===== config.mk =====
export PLATFORM = sky130hd
export DESIGN_NAME = control_muestreo
export DESIGN_NICKNAME = d
export VERILOG_FILES = /design/src/rtl/control_muestreo.sv
export SDC_FILE = /design/constraint.sdc
export NUM_CORES = 1
export LEC_CHECK = 0
export CORE_ASPECT_RATIO = 1.2
export CORE_MARGIN = 2
export CORE_UTILIZATION = 48
export CTS_CLUSTER_SIZE = 20
export DETAILED_ROUTE_END_ITERATION = 10
export GPL_ROUTABILITY_DRIVEN = 0
export PLACE_DENSITY = 0.69
export SETUP_SLACK_MARGIN = 0.1
export SLEW_MARGIN = 20
export SYNTH_ARGS = -nofsm -noshare
export SYNTH_HDL_FRONTEND = slang
export SYNTH_SLANG_ARGS = --single-unit

===== constraint.sdc =====
create_clock -name clk -period 2.37 [get_ports clk]
set_input_delay 0.474 -clock clk [delete_from_list [all_inputs] [get_ports clk]]
set_output_delay 0.474 -clock clk [all_outputs]
set_load 0.05 [all_outputs]

===== src/rtl/control_muestreo.sv =====
// control_muestreo: per-sample SPI ADC/DAC frame sequencer with datolisto/resultadolisto handshake
module control_muestreo #(
  parameter int N_BITS   = 12,
  parameter int FRAME    = 16,
  parameter int DIV_SCLK = 4,
  parameter int FS_DIV   = 2267,
  parameter int TIMEOUT  = 16
) (
  input  logic              clk,
  input  logic              reset,
  input  logic              adc_sdata,
  output logic              sclk,
  output logic              cs_n,
  output logic              dac_sdata,
  output logic [N_BITS-1:0] muestra,
  output logic              datolisto,
  input  logic              resultadolisto,
  input  logic [N_BITS-1:0] resultado,
  output logic              error_timeout,
  output logic              sobrecarga
);
  localparam int TW = $clog2(FS_DIV);
  localparam int PW = $clog2(2*DIV_SCLK);
  localparam int BW = $clog2(FRAME);
  localparam int WW = $clog2(TIMEOUT+1);
  typedef enum logic [1:0] {ESPERA, TRAMA, ENTREGA, CALCULO} state_t;
  state_t state_q;
  logic [TW-1:0] tick_q;
  logic [PW-1:0] ph_q;
  logic [BW-1:0] bit_q;
  logic [WW-1:0] wait_q, wait_d;
  logic [FRAME-1:0] dsh_q, word_d;
  logic [N_BITS-1:0] ash_q, hold_q;
  logic tick_d;
  always_comb begin
    tick_d = tick_q == TW'(FS_DIV-1);
    word_d = FRAME'(hold_q);
    wait_d = wait_q + WW'(1);
  end
  always_ff @(posedge clk) begin
    if (reset) begin
      state_q <= ESPERA;
      tick_q <= '0;
      ph_q <= '0;
      bit_q <= '0;
      wait_q <= '0;
      dsh_q <= '0;
      ash_q <= '0;
      hold_q <= {1'b1, {(N_BITS-1){1'b0}}};
      sclk <= 1'b1;
      cs_n <= 1'b1;
      dac_sdata <= 1'b0;
      muestra <= '0;
      datolisto <= 1'b0;
      error_timeout <= 1'b0;
      sobrecarga <= 1'b0;
    end else begin
      tick_q <= tick_d ? '0 : tick_q + TW'(1);
      datolisto <= 1'b0;
      if (tick_d && state_q != ESPERA) sobrecarga <= 1'b1;
      case (state_q)
        ESPERA: if (tick_d) begin
          state_q <= TRAMA;
          cs_n <= 1'b0;
          sclk <= 1'b0;
          ph_q <= '0;
          bit_q <= '0;
          dac_sdata <= word_d[FRAME-1];
          dsh_q <= {word_d[FRAME-2:0], 1'b0};
        end
        TRAMA: begin
          if (ph_q == PW'(DIV_SCLK-1)) begin
            ash_q <= {ash_q[N_BITS-2:0], adc_sdata};
            sclk <= 1'b1;
          end
          if (ph_q != PW'(2*DIV_SCLK-1)) ph_q <= ph_q + PW'(1);
          else if (bit_q == BW'(FRAME-1)) begin
            cs_n <= 1'b1;
            sclk <= 1'b1;
            state_q <= ENTREGA;
          end else begin
            ph_q <= '0;
            bit_q <= bit_q + BW'(1);
            sclk <= 1'b0;
            dac_sdata <= dsh_q[FRAME-1];
            dsh_q <= {dsh_q[FRAME-2:0], 1'b0};
          end
        end
        ENTREGA: begin
          muestra <= {~ash_q[N_BITS-1], ash_q[N_BITS-2:0]};
          datolisto <= 1'b1;
          wait_q <= '0;
          state_q <= CALCULO;
        end
        CALCULO: if (resultadolisto) begin
          hold_q <= {~resultado[N_BITS-1], resultado[N_BITS-2:0]};
          state_q <= ESPERA;
        end else begin
          wait_q <= wait_d;
          if (wait_d == WW'(TIMEOUT)) begin
            error_timeout <= 1'b1;
            state_q <= ESPERA;
          end
        end
      endcase
    end
  end
endmodule


==> Implementation_results.wiki <==
{| class="wikitable"
! Metric !! Value
|-
| Minimum period implied by the final worst setup slack || 2010 ps
|-
| Per-instance average area after synthesis || 8.74 sq um
|-
| Overflow after GRT || 0
|-
| Crit path capture type || output pin
|-
| Final setup violating endpoints || 0
|-
| Max stage delay on crit path || 810 ps
|-
| Netlist Area Pre-Place || 0.00368 sq mm
|-
| Portion of netlist area occupied by mux cells || 0.0775
|-
| Relative slew margins || 0.513
|-
| Share of final-layout standard cells stronger than drive strength 1 || 0.0982
|-
| Data arrival time of the critical path || 1540 ps
|-
| Antenna violations before repair || 0
|-
| 1st-iter DRT viols || 130
|-
| Xor/xnor cell area share of the yosys netlist || 0.0214
|-
| Tcrit/Tclk final || 0.848
|-
| Slew of the pin with the lowest slew margin || 727 ps
|-
| Cell type with the highest aggregate area in the netlist || dfxtp_1
|-
| Chip Width || 83.9 microns
|-
| Prevailing post-synth register cell || dfxtp_1
|-
| Portion of the post-synthesis area used by sequential elements || 0.452
|-
| Areal power density over the cells || 754 mW/mm^2
|-
| Post-synth ARST share || 0
|-
| Die boundary height || 99.9 microns
|-
| H-tree levels || 3
|-
| Post-DRT Antenna Nets || 0
|-
| Adder-cell area share of the yosys netlist || 0.0374
|-
| Ranking of synthesized cells by area || dfxtp_1, nand2_1, a21oi_1
|-
| Number of flip-flops and latches in the synthesized netlist || 83
|-
| Synthesized net count || 448
|-
| Via-to-Cell Ratio || 5.62
|-
| Filler cell count in the final layout || 645
|-
| Hold Path Class || reg2reg
|-
| Critical Path RT || 1900 ps
|-
| Clk_skew || 8.19 ps
|-
| Number of synthesized flops with an enable pin || 0
|-
| Worst setup path class || reg2out
|-
| Layout-stage area growth over the synthesis result || 15.8%
|-
| Crit-path leading delay family || buffers and inverters
|-
| Number of standard cells in the final layout excluding fillers || 538
|-
| Setup crit start kind || flip-flop
|-
| Largest family of logic cells by synthesized area || simple AND/OR/NAND/NOR gates
|-
| HPWL Detailed || 5.09 mm
|-
| TritonCTS clock tree || yes
|-
| Post-cts repair resize count || 0
|-
| Highest-delay cell along the critical path || clkdlybuf4s50_1
|-
| Clock latency on the worst-skew pair || 350 ps
|-
| Final Slew Violations || 0
|-
| Final layout net count || 470
|-
| Post-synthesis instance total || 421
|-
| Synth unique cells || 49
|-
| Share of Yosys cell area claimed by the top area cell type || 0.452
|-
| Clk sinks || 83
|-
| DRC violation count after routing || 0
|-
| Count of standard-cell rows || 34
|-
| Maximum fanout encountered on the critical timing path || 3
|-
| Final core utilization || 0.579
|-
| Total Routing Usage GR || 0.189
|-
| WL per Instance || 14.2 microns
|-
| Vias in the first global route || 2824
|-
| Register clock-pin slew on the reported worst setup and hold paths || 90 ps
|-
| Cells along the critical path || clkdlybuf4s50_1
|-
| CTS root buffer || clkbuf_8
|-
| Total power of the final layout || 3.21 mW
|-
| Placeable core region || 0.00736 sq mm
|-
| Total instance count after detailed placement || 522
|-
| Top achievable clock speed || 497 MHz
|-
| IO Pins || 34
|-
| Post-CTS setup buffer count || 0
|-
| Starting utilization of the core area || 0.500
|-
| Outcome || completed
|-
| Sum of buffers and inverters on the critical path || 1
|-
| Iteration count of the initial detailed-routing pass || 4
|-
| TritonCTS Buffers || 9
|-
| Number of diodes added for antenna fixing || 0
|-
| Final sum of negative setup slack || 0 ps
|-
| Post-detailed-routing wire length || 7.62 mm
|-
| Simple-gate portion of the synthesized area || 0.218
|-
| Max-capacitance violation count || 0
|-
| Die Area || 0.00839 sq mm
|-
| Final hold violations || 0
|-
| Post-cts hold buffer count || 0
|-
| Worst IR Drop VDD || 0.414 mV
|-
| Synthesis Warnings || 0
|-
| Clock buffer depth || 2
|-
| Area fraction in compound gates after synthesis || 0.148
|-
| Largest net degree at the start of global routing || 42
|-
| Setup repair after global routing missed its margin || no
|-
| Count of input and output buffers || 33
|-
| Via count || 3026
|-
| Leakage component of the power || 1.47 nW
|-
| Global-route wire length before repair || 12.9 mm
|}
-- metal layers --
metal | vias to the layer above | global-route usage | part of all wire
li1 | 1536 | - | -
met1 | 1432 | 0.229 | 0.47
met2 | 48 | 0.324 | 0.48
met3 | 10 | 0.0403 | 0.033
met4 | 0 | 0.0819 | 0.017
met5 | - | 0 | 0
-- sequential cells by signal, summed over array words and instances (netlist names) --
signal	count
sclk	1
bit_q	4
hold_q	12
error_timeout	1
muestra	12
tick_q	12
dsh_q	15
ash_q	12
cs_n	1
dac_sdata	1
state_q	2
wait_q	5
sobrecarga	1
ph_q	3
datolisto	1
-- synth_stat cells (all sizes together) (3+ instances only) --
master,instances
a21oi,34
a31oi,13
and2,3
and3,3
buf,12
clkbuf,18
dfxtp,83
ha,11
inv,12
mux2,12
mux2i,15
nand2,61
nand2b,5
nand3,7
nand4,12
nor2,34
nor3,16
nor4,14
o21a,5
o21ai,8
o31ai,7
xnor2,5
xor2,4
-- stage by stage --
step,cell area (sq um),hold WS (ps),worst slack [ps]
3_3_place_gp,4050,440,334
5_1_grt,4260,471,226
3_5_place_dp,4050,428,275
2_1_floorplan,3680,416,629
6_report,4260,452,360
4_1_cts,4260,452,342
-- worst paths after layout --
kind	end	cells after the start	startpoint	slack [ps]
max	cs_n	1	cs_n	360
min	muestra[11]	1	ash_q[11]	450
max reg2reg	sclk	6	ph_q[0]	390
min reg2reg	muestra[11]	1	ash_q[11]	450
-- cell type report --
type	instances	area, sq um	area share
clock inverters	6	72.6	0.0170
multi-input cells	296	1850	0.433
flip-flops and latches	83	1660	0.390
inverters	12	45.0	0.0106
clock buffers	10	138	0.0323
repair buffers	41	385	0.0904
well taps	90	113	0.0264
-- cells in the final DEF, fill, tap and decap left out, types with 3 or more instances in the layout --
master and count:
ha_1 11, nand3_1 7, and2_1 3, xor2_1 4, mux2i_1 15, a31oi_1 12
nor4_1 14, inv_1 12, nand2b_1 5, clkbuf_8 10, o31ai_1 7, and3_1 3
nand2_1 61, nor3_1 15, a21oi_1 34, clkdlybuf4s50_1 32, nor2_1 34, dfxtp_1 83
buf_4 8, o21a_1 5, mux2_2 12, o21ai_0 7, nand4_1 12, xnor2_1 5
-- kinds of logic after synthesis --
logic type,after synthesis
XOR/XNOR,9
multiplexers,27
adder cells (fa/ha/maj),11
AND/OR/NAND/NOR,166
buffers and inverters,42
AO/OA/AOI/OAI,83
flip-flops,83
-- report_power, final --
part | switching (mW) | internal [mW]
Sequential | 0.0416 | 1.47
Combinational | 0.402 | 0.238
Clock | 0.535 | 0.527
No activity file was read; power rests on OpenSTA's default activity.
